File: src/rtl/zpu_ioctl_bridge_pkg.sv
`default_nettype none
// ============================================================================
// zpu_ioctl_pkg : shared types and helpers for the ZPU boot-data/ioctl bridge
// Rev 1.0
// ============================================================================
package zpu_ioctl_pkg;

    typedef enum logic [2:0] {
        S_IDLE  = 3'd0,
        S_FETCH = 3'd1,
        S_ACK   = 3'd2,
        S_EMIT  = 3'd3,
        S_GAP   = 3'd4,
        S_DONE  = 3'd5
    } state_t;

    localparam logic [2:0] FT_ROM = 3'b111;

    // The ROM file type maps to menu index 0; every other type is its own index.
    function automatic logic [15:0] ft_to_index(input logic [2:0] ft);
        return (ft == FT_ROM) ? 16'd0 : {13'b0, ft};
    endfunction

endpackage
`default_nettype wire

File: src/rtl/zpu_ioctl_bridge_if.sv
`default_nettype none
// ============================================================================
// zpu_ioctl_bridge_if : ZPU boot-data port plus ioctl download bus
// Rev 1.0
// ============================================================================
interface zpu_ioctl_bridge_if #(
    parameter int DW     = 8,
    parameter int ADDR_W = 27,
    parameter int SIZE_W = 16
) ();
    logic [31:0]       host_bootdata;
    logic              host_bootdata_req;
    logic              host_bootdata_ack;
    logic              host_bootdata_download;
    logic [SIZE_W-1:0] host_bootdata_size;
    logic [2:0]        host_file_type;
    logic              ioctl_download;
    logic [15:0]       ioctl_index;
    logic              ioctl_wr;
    logic [ADDR_W-1:0] ioctl_addr;
    logic [DW-1:0]     ioctl_dout;
    logic              ioctl_wait;
    logic [SIZE_W-1:0] words_done;

    // master is the bridge; slave is the ZPU/target environment around it
    modport master (
        input  host_bootdata, host_bootdata_req, host_bootdata_download,
               host_bootdata_size, host_file_type, ioctl_wait,
        output host_bootdata_ack, ioctl_download, ioctl_index, ioctl_wr,
               ioctl_addr, ioctl_dout, words_done
    );

    modport slave (
        output host_bootdata, host_bootdata_req, host_bootdata_download,
               host_bootdata_size, host_file_type, ioctl_wait,
        input  host_bootdata_ack, ioctl_download, ioctl_index, ioctl_wr,
               ioctl_addr, ioctl_dout, words_done
    );
endinterface
`default_nettype wire

File: src/rtl/zpu_ioctl_bridge.sv
`default_nettype none
// ============================================================================
// zpu_ioctl_bridge : splits ZPU 32-bit boot words into 8/16-bit ioctl writes
// Rev 1.0
// ============================================================================
module zpu_ioctl_bridge
    import zpu_ioctl_pkg::*;
#(
    parameter int WIDE   = 0,
    parameter int ADDR_W = 27,
    parameter int SIZE_W = 16,
    parameter int GAP    = 3
) (
    input  logic               clk_sys,
    input  logic               reset,
    zpu_ioctl_bridge_if.master bus
);
    localparam int              DW        = (WIDE != 0) ? 16 : 8;
    localparam int              NLANES    = (WIDE != 0) ? 2 : 4;
    localparam logic [1:0]      LAST_LANE = 2'(NLANES - 1);
    localparam logic [ADDR_W-1:0] ADDR_STEP = ADDR_W'((WIDE != 0) ? 2 : 1);
    localparam int              GW        = (GAP > 1) ? $clog2(GAP) : 1;
    localparam logic [GW-1:0]   GAP_LAST  = GW'(GAP - 1);

    state_t            state_q;
    logic [31:0]       word_q;
    logic [1:0]        lane_q;
    logic [GW-1:0]     gap_q;
    logic              ack_q;
    logic              download_q;
    logic [15:0]       index_q;
    logic              wr_q;
    logic [ADDR_W-1:0] addr_q;
    logic [DW-1:0]     dout_q;
    logic [SIZE_W-1:0] words_q;
    logic [DW-1:0]     lane_data;

    // Big-endian stream: the byte destined for the lower address goes out first.
    generate
        if (WIDE != 0) begin : g_wide
            assign lane_data = lane_q[0] ? {word_q[7:0],   word_q[15:8]}
                                         : {word_q[23:16], word_q[31:24]};
        end else begin : g_narrow
            always_comb begin
                lane_data = word_q[31:24];
                case (lane_q)
                    2'd1:    lane_data = word_q[23:16];
                    2'd2:    lane_data = word_q[15:8];
                    2'd3:    lane_data = word_q[7:0];
                    default: lane_data = word_q[31:24];
                endcase
            end
        end
    endgenerate

    always_ff @(posedge clk_sys) begin
        if (reset) begin
            state_q    <= S_IDLE;
            word_q     <= '0;
            lane_q     <= '0;
            gap_q      <= '0;
            ack_q      <= 1'b0;
            download_q <= 1'b0;
            index_q    <= '0;
            wr_q       <= 1'b0;
            addr_q     <= '0;
            dout_q     <= '0;
            words_q    <= '0;
        end else begin
            ack_q <= 1'b0;
            wr_q  <= 1'b0;
            // Address moves on only after the strobe cycle has presented it.
            if (wr_q) addr_q <= addr_q + ADDR_STEP;

            case (state_q)
                S_IDLE: begin
                    if (bus.host_bootdata_download) begin
                        addr_q     <= '0;
                        words_q    <= '0;
                        index_q    <= ft_to_index(bus.host_file_type);
                        download_q <= 1'b1;
                        state_q    <= S_FETCH;
                    end
                end
                S_FETCH: begin
                    if (bus.host_bootdata_req) begin
                        word_q  <= bus.host_bootdata;
                        ack_q   <= 1'b1;
                        state_q <= S_ACK;
                    end else if (!bus.host_bootdata_download) begin
                        state_q <= S_DONE;
                    end
                end
                S_ACK: begin
                    if (!bus.host_bootdata_req) begin
                        if ((bus.host_bootdata_size != '0) &&
                            (words_q >= bus.host_bootdata_size)) begin
                            state_q <= S_FETCH;
                        end else begin
                            lane_q  <= '0;
                            state_q <= S_EMIT;
                        end
                    end
                end
                S_EMIT: begin
                    if (!bus.ioctl_wait) begin
                        wr_q    <= 1'b1;
                        dout_q  <= lane_data;
                        gap_q   <= '0;
                        state_q <= S_GAP;
                    end
                end
                S_GAP: begin
                    if (gap_q == GAP_LAST) begin
                        if (lane_q != LAST_LANE) begin
                            lane_q  <= lane_q + 2'd1;
                            state_q <= S_EMIT;
                        end else begin
                            if (words_q != '1) words_q <= words_q + 1'b1;
                            state_q <= S_FETCH;
                        end
                    end else begin
                        gap_q <= gap_q + 1'b1;
                    end
                end
                S_DONE: begin
                    download_q <= 1'b0;
                    state_q    <= S_IDLE;
                end
                default: state_q <= S_IDLE;
            endcase
        end
    end

    assign bus.host_bootdata_ack = ack_q;
    assign bus.ioctl_download    = download_q;
    assign bus.ioctl_index       = index_q;
    assign bus.ioctl_wr          = wr_q;
    assign bus.ioctl_addr        = addr_q;
    assign bus.ioctl_dout        = dout_q;
    assign bus.words_done        = words_q;

endmodule
`default_nettype wire

File: src/flat_wrapper.sv
// flat-port wrapper written by rule: the top's interface ports become plain ports
module zpu_ioctl_bridge_flat import zpu_ioctl_pkg::*;
#(
    parameter int WIDE   = 0,
    parameter int ADDR_W = 27,
    parameter int SIZE_W = 16,
    parameter int GAP    = 3
)
  (clk_sys, reset, bus_host_bootdata, bus_host_bootdata_req, bus_host_bootdata_download, bus_host_bootdata_size, bus_host_file_type, bus_ioctl_wait, bus_host_bootdata_ack, bus_ioctl_download, bus_ioctl_index, bus_ioctl_wr, bus_ioctl_addr, bus_ioctl_dout, bus_words_done);
  zpu_ioctl_bridge_if #(.DW(8), .ADDR_W(ADDR_W), .SIZE_W(SIZE_W)) bus_i ();
  input  logic clk_sys;
  input  logic reset;
  input wire logic [$bits(bus_i.host_bootdata)-1:0] bus_host_bootdata;
  input wire logic [$bits(bus_i.host_bootdata_req)-1:0] bus_host_bootdata_req;
  input wire logic [$bits(bus_i.host_bootdata_download)-1:0] bus_host_bootdata_download;
  input wire logic [$bits(bus_i.host_bootdata_size)-1:0] bus_host_bootdata_size;
  input wire logic [$bits(bus_i.host_file_type)-1:0] bus_host_file_type;
  input wire logic [$bits(bus_i.ioctl_wait)-1:0] bus_ioctl_wait;
  output wire logic [$bits(bus_i.host_bootdata_ack)-1:0] bus_host_bootdata_ack;
  output wire logic [$bits(bus_i.ioctl_download)-1:0] bus_ioctl_download;
  output wire logic [$bits(bus_i.ioctl_index)-1:0] bus_ioctl_index;
  output wire logic [$bits(bus_i.ioctl_wr)-1:0] bus_ioctl_wr;
  output wire logic [$bits(bus_i.ioctl_addr)-1:0] bus_ioctl_addr;
  output wire logic [$bits(bus_i.ioctl_dout)-1:0] bus_ioctl_dout;
  output wire logic [$bits(bus_i.words_done)-1:0] bus_words_done;
  assign bus_i.host_bootdata = bus_host_bootdata;
  assign bus_i.host_bootdata_req = bus_host_bootdata_req;
  assign bus_i.host_bootdata_download = bus_host_bootdata_download;
  assign bus_i.host_bootdata_size = bus_host_bootdata_size;
  assign bus_i.host_file_type = bus_host_file_type;
  assign bus_i.ioctl_wait = bus_ioctl_wait;
  assign bus_host_bootdata_ack = bus_i.host_bootdata_ack;
  assign bus_ioctl_download = bus_i.ioctl_download;
  assign bus_ioctl_index = bus_i.ioctl_index;
  assign bus_ioctl_wr = bus_i.ioctl_wr;
  assign bus_ioctl_addr = bus_i.ioctl_addr;
  assign bus_ioctl_dout = bus_i.ioctl_dout;
  assign bus_words_done = bus_i.words_done;
  zpu_ioctl_bridge #(.WIDE(WIDE), .ADDR_W(ADDR_W), .SIZE_W(SIZE_W), .GAP(GAP)) u_core (.clk_sys(clk_sys), .reset(reset), .bus(bus_i));
endmodule
File: config.mk
export PLATFORM = sky130hd
export DESIGN_NAME = zpu_ioctl_bridge_flat
export DESIGN_NICKNAME = d
export VERILOG_FILES = /design/src/rtl/zpu_ioctl_bridge_pkg.sv /design/src/rtl/zpu_ioctl_bridge_if.sv /design/src/rtl/zpu_ioctl_bridge.sv /design/src/flat_wrapper.sv
export SDC_FILE = /design/constraint.sdc
export NUM_CORES = 1
export LEC_CHECK = 0
export CAP_MARGIN = 20
export CORE_MARGIN = 5
export CORE_UTILIZATION = 53
export CTS_CLUSTER_SIZE = 8
export DETAILED_ROUTE_END_ITERATION = 8
export GPL_ROUTABILITY_DRIVEN = 0
export PLACE_DENSITY_LB_ADDON = 0.25
export SETUP_SLACK_MARGIN = 0.1
export SLEW_MARGIN = 20
export SYNTH_ARGS = -nofsm -noshare
export SYNTH_HDL_FRONTEND = slang
export SYNTH_SLANG_ARGS = --single-unit
File: constraint.sdc
create_clock -name clk_sys -period 3.85 [get_ports clk_sys]
set_input_delay 0.9625 -clock clk_sys [delete_from_list [all_inputs] [get_ports clk_sys]]
set_output_delay 0.9625 -clock clk_sys [all_outputs]
set_load 0.03 [all_outputs]
-- After elaboration in Yosys (flattened, before gate mapping)
Index checks and enable logic that the tools add are counted.
- input port bits: 56
- word-level logic and storage cells: 89
- register bits: 109
- output and inout port bits: 70
- reductions and logical operators: 17
- eq/ne operators: 22
- bitwise logic cells: 3
- multiplexer cells: 31
- order comparisons: 1
- add/subtract/negate cells: 4
- operators by type and width (kind ; number):
    $mux 27 ; 3
    $mux 16 ; 4
    $pmux 16 s2 ; 1
    $add 27x1->27 const B ; 1
    $pmux 8 s3 ; 1
    $mux 3 ; 7
    $add 16x1->16 const B ; 1
    $ge 16x16->1 ; 1
    $mux 2 ; 8
    $ne 16x16->1 const B ; 1
    $reduce_bool 16->1 ; 1
    $pmux 3 s5 ; 1
    $reduce_and 5->1 ; 3
    $ne 2x2->1 const B ; 7
    $eq 3x3->1 const B ; 3
    $pmux 2 s2 ; 2
    $reduce_and 2->1 ; 4
    $reduce_bool 2->1 ; 4
    $eq 2x2->1 const B ; 3
    $eq 3x2->1 const B ; 2
    $ne 2x1->1 const B ; 3
    $add 2x1->2 const B ; 2
    $reduce_or 2->1 ; 2
    $eq 3x1->1 const B ; 1
    other kinds (8) ; 12

-- Longest topological paths before layout
Gate-level depths: netlist of run 1.
- depth after elaboration: 5
- mapped depth: 8
- mapped depth without buffers: 7

-- Worst setup path after synthesis of run 1
Ideal clock, no wire load.
- kind: input -> register
- start point: input port bus_host_bootdata_size[15]
- end point: register u_core.lane_q[1]
- path slack: 1587 ps
- data required time: 3730 ps
- data arrival time: 2143 ps
- stages on the path: 7
- buffers on the path: 0
- setup time: 120 ps
- path through: inv_1 ha_1 nand4_1 nor4_1 a211o_1 o21ai_2 mux2i_1
- longest elaborated chain between the ends: 4
- elaborated cells between the ends (all ways): 5
- those cells by class: order compare: 1; eq/ne: 1; reduce/logical: 3
- RTL lines (item ; RTL line ; source):
    start, declared ; flat_wrapper.sv:16 ; input wire logic [$bits(bus_i.host_bootdata_size)-1:0] bus_host_bootdata_size;
    $ge 16x16->1 / $reduce_bool 16->1 (equally long branches) ; zpu_ioctl_bridge.sv:97, zpu_ioctl_bridge.sv:96 ;
    $logic_and 1x1->1 * ; zpu_ioctl_bridge.sv:96 ; if ((bus.host_bootdata_size != '0) &&
    $ne 2x2->1 (no source line) * ; - ;
    $reduce_and 5->1 (no source line) * ; - ;
    end signal, assigned ; zpu_ioctl_bridge.sv:116 ; lane_q <= lane_q + 2'd1;
    end, declared ; zpu_ioctl_bridge.sv:27 ; logic [1:0] lane_q;
Mark *: on every way between the ends. The rest lies on a longest branch, timed or not.
A chain may end at the register's enable or synchronous reset.

-- Worst setup path in the final report of run 1
- start point: input port bus_host_bootdata_size[15]
- end point: register u_core.lane_q[0]
Same word-level chain as after synthesis.

==> impl_metrics.csv, run 1 <==
group,metric,value,unit
drt,ant_nets,0,
cts,clk_pin_slew_worst_paths,0.09,ns
floorplanning,start_util,53.7,%
worst_setup_path,cp_cell_sequence,"clkdlybuf4s50_1 -> inv_1 -> ha_1 -> nand4_1 -> nor4_1 -> a211o_1 -> o211ai_1 -> a21oi_1",
cts,cts_tree,"done",
placed_design,pre_cts_slack,0.918,ns
drt,route.detailed.drc,0,
worst_setup_path,ff2ff_path_depth,6,
global_route,first_global_vias,4271,
cts,insertion_delay,0.36,ns
placed_design,dp_hpwl,9.00,mm
cts,clock_sinks,96,
final_layout,regArea,1920,um^2
final_layout,fin_util,68.3,%
yosys,synth_cell_types,52,
drt,via_per_inst,5.45,
worst_setup_path,cp-startpoint,"bus_host_bootdata_size[15]",
floorplanning,fp.dieW,106,um
yosys,synth_edf_count,0,
yosys,synthTopCellsByArea,"dfxtp_1 (39%), nand2_1 (9.2%), a21oi_1 (6.8%), ha_1 (5.9%), xnor2_1 (4.3%)",
floorplanning,ioPinCount,126,
global_route,grt_util_all_layers,21.3,%
yosys,netlist_area,4890,um^2
global_route,antenna_found_initial,0,
yosys,synth_top_family_by_area,"simple AND/OR/NAND/NOR gates",
drt,routedWlPerCell,14.6,um
timing,rsz0062_at_grt,"false",
worst_setup_path,worstSetupPathType,"in -> reg",
yosys,yosys_warnings,0,
run_status,status,"finished, final reports clean",
worst_setup_path,cp_max_fo,4,
final_layout,diodes,0,
worst_setup_path,r2r-end,"u_core.bus.words_done[9]",
yosys,synth_compound_area_share,16.3,%
yosys,synth_mux_area_share,0.614,%
drt,drt_iter0_markers,290,
cts,cts_setup_buffers,0,
placed_design,dp.cells,809,
placed_design,io_buffers,112,
cts,root_buffer,"clkbuf_8",
yosys,avgSynthCellArea,7.97,um^2
yosys,synth_seq_cells,96,
timing,finalCritPeriodShare,66.1,%
yosys,synth_xor_area_share,6.26,%
worst_hold_path,min_path_type,"reg -> reg",
pwr,power.density,331,nW/um^2
final_layout,num-nets-final,788,
worst_setup_path,max_stage_delay,0.48,ns
cts,cts_buffers,9,
global_route,grt_max_degree,42,
yosys,synth_cells,614,
final_layout,multiInputGateArea,2680,um^2
floorplanning,rows,35,
final_layout,n_fill_cell,787,
worst_setup_path,slowest_stage,"clkdlybuf4s50_1",
drt,first_pass_iters,5,
worst_setup_path,crit_arrival,2.83,ns
timing,holdWs,0.460,ns
final_layout,drive_gt1_share,4.78,%
floorplanning,die_h,106,um
cts,post_cts_resized,0,
timing,setup_violations,0,
drt,num_vias,4484,
flow_run,maxCapViolCount,0,
timing,hold_viol,0,
yosys,synth_top_area_share,39.3,%
global_route,grt_pass1_wl,19.8,mm
timing,finalWorstSetupSlack,1.30,ns
cts,cts_hold_buf,0,
floorplanning,dieArea,11300,um^2
worst_setup_path,worstReg2RegStart,"u_core.lane_q[0]",
timing,max_slew_margin,61.6,%
floorplanning,core-area,9110,um^2
cts,clock_path_buffers,2,
yosys,synth-simple-area-share,24.6,%
yosys,synth_top_area_cell,"dfxtp_1",
timing,final.setup.tns,0,ns
yosys,ys.flop_type,"dfxtp_1",
global_route,overflow,0,
worst_setup_path,crit_family,"simple AND/OR/NAND/NOR gates",
timing,slew_viol_final,0,
yosys,synthAdderAreaFrac,5.88,%
worst_setup_path,cp_num_buf_inv,2,
final_layout,area_delta_synth_final,27.2,%
final_layout,final_cells,823,
yosys,async_flop_share,0,%
yosys,synth-seq-area-share,39.3,%
pwr,peakVddDrop,250,uV
worst_setup_path,worst-path-stages,8,
worst_setup_path,required,4.14,ns
cts,ctsHtreeMaxLevel,3,
worst_setup_path,r2r_slack,1.67,ns
timing,worstMarginPinSlew,0.575,ns
drt,drt_wl_total,12.0,mm
worst_setup_path,critPathCaptureType,"register",
timing,finClkSkew,0.0114,ns
timing,timing.fmax,0.393,GHz
pwr,power_leakage,2.18,nW
timing,fin_crit,2.55,ns
worst_setup_path,cp-start-kind,"primary input",
worst_setup_path,crit_end,"u_core.lane_q[0]",
[final cells by class]
cell class                      count  area share [%]
Multi-Input combinational cell    457            43.1
Sequential cell                    96            30.9
Timing Repair Buffer              115            18.3
Tap cell                          111            2.23
Clock buffer                        9            1.99
Inverter                           30            1.81
Clock inverter                      5            1.71
[layer usage]
layer	part of all wire (%)	vias up	track usage (%)	wire length (um)
met5	0	-	0	0
met4	2.6	0	8.42	312
met3	6.1	25	4.13	738
met2	48	151	36.7	5770
met1	43	2033	26.3	5230
li1	-	2275	-	-
[placed cells by master, fill, tap and decap left out, types with 13 or more instances in the layout]
cell               n
nand3_1           13
nand2_1          120
inv_1             29
clkdlybuf4s50_1  111
conb_1            13
nor2_1            53
a21oi_1           66
dfxtp_1           96
ha_1              23
xnor2_1           24
o21ai_0           18
[worst register-to-register path, delay by kind of cell (launching register included)]
| family | cells | cell delay (ns) |
|---|---|---|
| AOI/OAI and AO/OA | 2 | 0.63 |
| adders and majority gates | 1 | 0.47 |
| DFF | 1 | 0.43 |
| and+or+nand+nor | 2 | 0.36 |
| xor gates and xnor gates | 1 | 0.17 |
[sequential cells by signal (all words and copies together) (netlist names), 2 cells and up]
signal	count
u_core.bus.ioctl_addr	27
u_core.bus.ioctl_dout	8
u_core.bus.ioctl_index	3
u_core.bus.words_done	16
u_core.gap_q	2
u_core.lane_q	2
u_core.state_q	3
u_core.word_q	32
[metrics by stage]
stage | power, mW | instance area (um^2)
floorplan | 1.22 | 4940
global placement | 1.31 | 5990
detailed placement | 1.31 | 5990
CTS | 2.07 | 6220
global route | 2.14 | 6220
finish | 2.06 | 6220
[Yosys cell counts, types with 2 or more instances]
cell type and n:
buf_2 4, nand4_1 12, mux2i_1 3, nor4_1 8, o21ai_0 18, or2_2 3, ha_1 23, nand2b_1 4
o21bai_1 3, o211ai_1 2, nor2_1 54, a31oi_1 3, xor2_1 11, a211o_1 3, nand3_1 13, buf_1 2
and2_1 3, a2111oi_2 4, dfxtp_1 96, xnor2_1 24, nand2_1 120, and3_1 7, o2111ai_1 4, or3_1 7
buf_4 14, a21oi_1 66, or3b_1 2, clkbuf_1 22, a211oi_1 5, nor3_1 12, a222oi_1 8, inv_1 29
and4_1 6
[cell families after synthesis]
kind of cell / Yosys count
multiplexers: 3
AND/OR/NAND/NOR: 259
adder cells (fa/ha/maj): 23
buffers and inverters: 73
XOR/XNOR: 35
other: 1
AO/OA/AOI/OAI: 124
flip-flops: 96
[worst min path at each step]
stage / depth (start not counted) / start / end / slack (ns)
final: 2 / u_core.bus.ioctl_dout[6] / u_core.bus.ioctl_dout[6] / 0.46
after global routing: 2 / u_core.word_q[24] / u_core.word_q[24] / 0.47
after CTS: 2 / u_core.word_q[1] / u_core.word_q[1] / 0.46
after detailed placement: 2 / u_core.word_q[24] / u_core.word_q[24] / 0.45
after global placement: 2 / u_core.word_q[16] / u_core.word_q[16] / 0.44
after floorplan: 2 / u_core.word_q[16] / u_core.word_q[16] / 0.44
[report_power, final]
group / total (mW) / leakage [nW] / internal [mW] / switching (mW)
registers: 1.04 / 0.776 / 1.02 / 0.0261
logic: 0.246 / 1.29 / 0.105 / 0.141
clock network: 0.767 / 0.117 / 0.428 / 0.339
total: 2.06 / 2.18 / 1.55 / 0.506
No activity file was read; power rests on OpenSTA's default activity.
==> run 2, diff against run 1 <==
Settings changed: CORE_UTILIZATION 53 to 49.
Clock period 3.85 ns to 2.5 ns, I/O delays scaled along.
==> run 2 against run 1 <==
  * Register-to-register slack worse by 1.2 ns
  * Die area is 7.4% higher
  * Clock skew hardly changed
  * Critical path depth stayed put
  * First-iteration DRC count is 6.2% lower
  * Clock-buffer cell count stayed put
  * Wire length is 0.48% lower
==> impl_metrics.csv, run 2 (synthesized netlist as in run 1, its figures left out) <==
group,metric,value,unit
timing,slew_viol_final,0,
drt,routedWlPerCell,14.0,um
floorplanning,fp.dieW,110,um
final_layout,diodes,0,
floorplanning,die_h,110,um
final_layout,fin_util,64.5,%
final_layout,largest_register,"u_core.word_q",
drt,drt_wl_total,12.0,mm
global_route,grt_util_all_layers,20.0,%
timing,rsz0062_at_grt,"false",
cts,cts_hold_buf,0,
timing,fin_crit,2.22,ns
worst_setup_path,cp-start-kind,"primary input",
cts,cts_tree,"done",
final_layout,drive_gt1_share,5.83,%
floorplanning,ioPinCount,126,
worst_hold_path,min_path_type,"reg -> reg",
final_layout,area_delta_synth_final,28.7,%
cts,post_cts_resized,0,
timing,hold_viol,0,
placed_design,dp_hpwl,9.13,mm
cts,root_buffer,"clkbuf_8",
cts,clock_sinks,96,
drt,via_per_inst,5.31,
pwr,finalPower,3.06,mW
global_route,grt_pass1_wl,19.5,mm
worst_setup_path,r2r-end,"u_core.bus.ioctl_addr[21]",
floorplanning,rows,36,
timing,finalCritPeriodShare,88.9,%
worst_setup_path,r2r_slack,0.46,ns
timing,worstMarginPinSlew,0.605,ns
global_route,grt_max_degree,42,
timing,holdWs,0.460,ns
global_route,first_global_vias,4182,
final_layout,mostFrequentLayoutCells,"nand2_1 (120), clkdlybuf4s50_1 (111), dfxtp_1 (96), a21oi_1 (66), nor2_1 (53)",
pwr,power_leakage,2.21,nW
drt,num_vias,4526,
worst_setup_path,worstReg2RegStart,"u_core.bus.ioctl_addr[7]",
worst_setup_path,crit_arrival,2.52,ns
cts,cts_buffers,9,
cts,insertion_delay,0.35,ns
placed_design,pre_cts_slack,-0.0673,ns
worst_setup_path,worstSetupPathType,"in -> reg",
final_layout,n_fill_cell,888,
final_layout,num-nets-final,794,
timing,finalWorstSetupSlack,0.278,ns
flow_run,maxCapViolCount,0,
worst_setup_path,ff2ff_path_depth,5,
run_status,status,"finished, final reports clean",
drt,route.detailed.drc,0,
cts,clock_path_buffers,2,
final_layout,layout_commonest_cell,"nand2_1",
placed_design,io_buffers,112,
drt,ant_nets,0,
worst_setup_path,cp_max_fo,3,
worst_setup_path,required,2.79,ns
final_layout,multiInputGateArea,2680,um^2
cts,clk_pin_slew_worst_paths,0.10,ns
timing,finClkSkew,0.0110,ns
floorplanning,core-area,9770,um^2
global_route,overflow,0,
final_layout,regArea,1920,um^2
worst_setup_path,critPathCaptureType,"register",
global_route,antenna_found_initial,0,
pwr,power.density,486,nW/um^2
drt,first_pass_iters,5,
final_layout,largest_register_ff_count,32,
pwr,peakVddDrop,345,uV
timing,setup_violations,0,
worst_setup_path,cp-startpoint,"bus_host_bootdata_size[13]",
worst_setup_path,crit_end,"u_core.lane_q[0]",
cts,ctsHtreeMaxLevel,3,
timing,timing.fmax,0.450,GHz
cts,cts_setup_buffers,0,
floorplanning,start_util,50.1,%
timing,max_slew_margin,59.7,%
drt,drt_iter0_markers,272,
floorplanning,dieArea,12100,um^2
## run 2: changes by cell type in the layout (fill, tap and decap cells not counted)
cell       previous run  this run
inv_8                 1         0
buf_4                 3         7
clkinv_8              0         1
bufinv_16             3         1
inv_6                 0         4
buf_12                0         2
## run 2: per-layer routing
metal | share of wire (%) | vias up | GRT usage, % | wire, um
met5 | 0 | - | 0 | 0
met4 | 0.94 | 0 | 4.72 | 113
met3 | 6.7 | 11 | 4.11 | 799
met2 | 51 | 141 | 35.5 | 6130
li1 | - | 2285 | - | -
met1 | 41 | 2089 | 24.8 | 4950
## run 2: per-stage QoR
stage / area (um^2) / TNS (ns) / std cells
2_1_floorplan: 4940 / 0 / 626
3_3_place_gp: 6090 / -0.00453 / 837
3_5_place_dp: 6090 / -0.150 / 837
4_1_cts: 6300 / 0 / 853
5_1_grt: 6300 / 0 / 853
6_report: 6300 / 0 / 853
## run 2: worst max-delay path, stage by stage
cell             delay, ns
clkdlybuf4s50_1       0.47
inv_1                 0.04
ha_1                  0.29
nand4_1               0.19
nor4_1                0.43
a211o_1               0.22
o211ai_1              0.10
a21oi_1               0.14
## run 2: worst min path at each step
stage / start / end / cells past startpoint
after detailed placement: u_core.word_q[18] / u_core.word_q[18] / 2
after floorplan: u_core.word_q[16] / u_core.word_q[16] / 2
final: u_core.word_q[29] / u_core.word_q[29] / 2
after global placement: u_core.word_q[17] / u_core.word_q[17] / 2
after CTS: u_core.word_q[29] / u_core.word_q[29] / 2
after global routing: u_core.word_q[29] / u_core.word_q[29] / 2
## run 2: power breakdown
part	internal, mW	switching (mW)	total [mW]	leakage, nW
clock network	0.484	0.573	1.06	0.108
registers	1.57	0.0361	1.60	0.776
logic	0.175	0.225	0.400	1.32
total	2.23	0.835	3.06	2.21
## run 2: cell type report
class,count,area share [%]
tap,133,2.64
sequential,96,30.5
timing repair buffer,121,19.2
clock buffer,9,1.97
inverter,30,1.79
multi-input combinational,457,42.5
clock inverter,7,1.37
==> run 3, diff against run 2 <==
Settings changed: CORE_UTILIZATION 49 to 40.
==> run 3 against run 2 <==
  * Core utilization down 11 points
  * Via count fell by 0.91%
  * Flip-flop and latch count unchanged
  * Hold slack worse by 0.0092 ns
  * Cell area increased by 1.6%
  * Clock-buffer cell count is 5 higher
  * Non-clock buffer count grew 1
  * Power is 9.0% higher
  * First-iteration DRC count rose by 0.37%
  * Setup slack improved by 0.027 ns
  * Fmax up 1.3%
==> impl_metrics.csv, run 3 (synthesized netlist as in run 1, its figures left out) <==
group,metric,value,unit
pwr,power.density,522,nW/um^2
timing,rsz0062_at_grt,"false",
timing,slew_viol_final,0,
flow_run,maxCapViolCount,0,
pwr,clockPowerShare,39.9,%
pwr,finalPower,3.34,mW
worst_setup_path,slowest_stage,"clkdlybuf4s50_1",
worst_setup_path,crit_arrival,1.57,ns
floorplanning,rows,40,
final_layout,mostFrequentLayoutCells,"nand2_1 (120), clkdlybuf4s50_1 (111), dfxtp_1 (96), a21oi_1 (66), nor2_1 (53)",
final_layout,final_cell_area,6400,um^2
placed_design,io_buffers,112,
pwr,power_leakage,2.24,nW
drt,drt_iter0_markers,273,
final_layout,diodes,0,
placed_design,dp_hpwl,9.29,mm
worst_hold_path,min_path_type,"reg -> reg",
worst_setup_path,cp_num_buf_inv,1,
timing,worstMarginPinSlew,0.619,ns
worst_setup_path,cp_cell_sequence,"clkdlybuf4s50_1",
drt,via_per_inst,5.17,
worst_setup_path,crit_family,"buffers and inverters",
floorplanning,ioPinCount,126,
pwr,power.switching,836,uW
placed_design,dpl_cell_area,6110,um^2
final_layout,final_cells,868,
cts,clock_path_buffers,2,
cts,root_buffer,"clkbuf_16",
timing,finalCritPeriodShare,87.8,%
floorplanning,core-area,12000,um^2
floorplanning,die_h,121,um
drt,route.detailed.drc,0,
drt,routedWlPerCell,14.5,um
placed_design,dp.cells,852,
global_route,grt_max_degree,54,
worst_setup_path,worstSetupPathType,"reg -> out",
final_layout,largest_register,"u_core.word_q",
timing,final.setup.tns,0,ns
final_layout,largest_register_ff_count,32,
pwr,power_frac_comb,12.2,%
pwr,p_int,2.50,mW
pwr,peakVddDrop,461,uV
final_layout,layout_commonest_cell,"nand2_1",
timing,timing.fmax,0.456,GHz
cts,post_cts_resized,0,
global_route,grt_pass1_wl,20.5,mm
cts,insertion_delay,0.35,ns
final_layout,area_delta_synth_final,30.8,%
cts,cts_setup_buffers,0,
floorplanning,dieArea,14500,um^2
timing,finClkSkew,0.00776,ns
final_layout,fin_util,53.3,%
timing,holdWs,0.451,ns
worst_setup_path,required,1.88,ns
floorplanning,start_util,40.7,%
drt,num_vias,4485,
global_route,grt_util_all_layers,17.2,%
worst_setup_path,max_stage_delay,0.74,ns
worst_setup_path,cp_max_fo,6,
run_status,status,"finished, final reports clean",
timing,fin_crit,2.19,ns
drt,ant_nets,0,
timing,setup_violations,0,
worst_setup_path,critPathCaptureType,"primary output",
global_route,overflow,0,
drt,first_pass_iters,4,
pwr,pwr-share-seq,47.9,%
cts,ctsHtreeMaxLevel,3,
timing,finalWorstSetupSlack,0.305,ns
floorplanning,fp.dieW,121,um
pwr,sw_frac_of_total,25.0,%
timing,max_slew_margin,58.7,%
cts,cts_buffers,9,
global_route,antenna_found_initial,0,
cts,clock_sinks,96,
worst_setup_path,cp-start-kind,"register",
timing,hold_viol,0,
global_route,first_global_vias,4317,
placed_design,pre_cts_slack,-0.0425,ns
drt,drt_wl_total,12.6,mm
cts,cts_tree,"done",
final_layout,num-nets-final,795,
cts,clk_pin_slew_worst_paths,0.06,ns
cts,cts_hold_buf,0,
final_layout,drive_gt1_share,5.69,%
## run 3: changes by cell type in the layout (fill, tap and decap cells not counted)
cell        previous run  this run
buf_4                  7         8
bufinv_16              1         0
clkbuf_1               0         2
clkbuf_16              0         9
clkbuf_8               9         3
clkinv_8               1         0
clkinvlp_4             0         1
inv_6                  4         0
## run 3: metal layers
metal,global-route usage [%],wire length (um),up-vias
met2,30.5,6440,94
met1,20.7,5370,2088
met4,4.75,166,0
met5,0,0,-
met3,4.26,591,13
li1,-,-,2290
## run 3: worst paths after layout
| kind | startpoint | endpoint | slack [ns] | cells after the start |
|---|---|---|---|---|
| max | u_core.bus.words_done[0] | bus_words_done[0] | 0.31 | 1 |
| min | u_core.bus.ioctl_dout[7] | u_core.bus.ioctl_dout[7] | 0.45 | 2 |
| max reg2reg | u_core.bus.ioctl_addr[7] | u_core.bus.ioctl_addr[21] | 0.45 | 5 |
| min reg2reg | u_core.bus.ioctl_dout[7] | u_core.bus.ioctl_dout[7] | 0.45 | 2 |
## run 3: area by class of cell
class | count | area, um^2
Multi-Input combinational cell | 457 | 2680
Tap cell | 147 | 184
Clock inverter | 2 | 12.5
Sequential cell | 96 | 1920
Clock buffer | 14 | 274
Inverter | 30 | 113
Timing Repair Buffer | 122 | 1220
Fill cell | 1157 | 5610
## run 3: power by group through the flow
stage / sequential (mW) / clock [mW] / combinational [mW]
2_1_floorplan: 1.64 / 0 / 0.241
3_3_place_gp: 1.63 / 0 / 0.399
3_5_place_dp: 1.63 / 0 / 0.407
4_1_cts: 1.60 / 1.36 / 0.409
5_1_grt: 1.61 / 1.42 / 0.448
6_report: 1.60 / 1.33 / 0.406
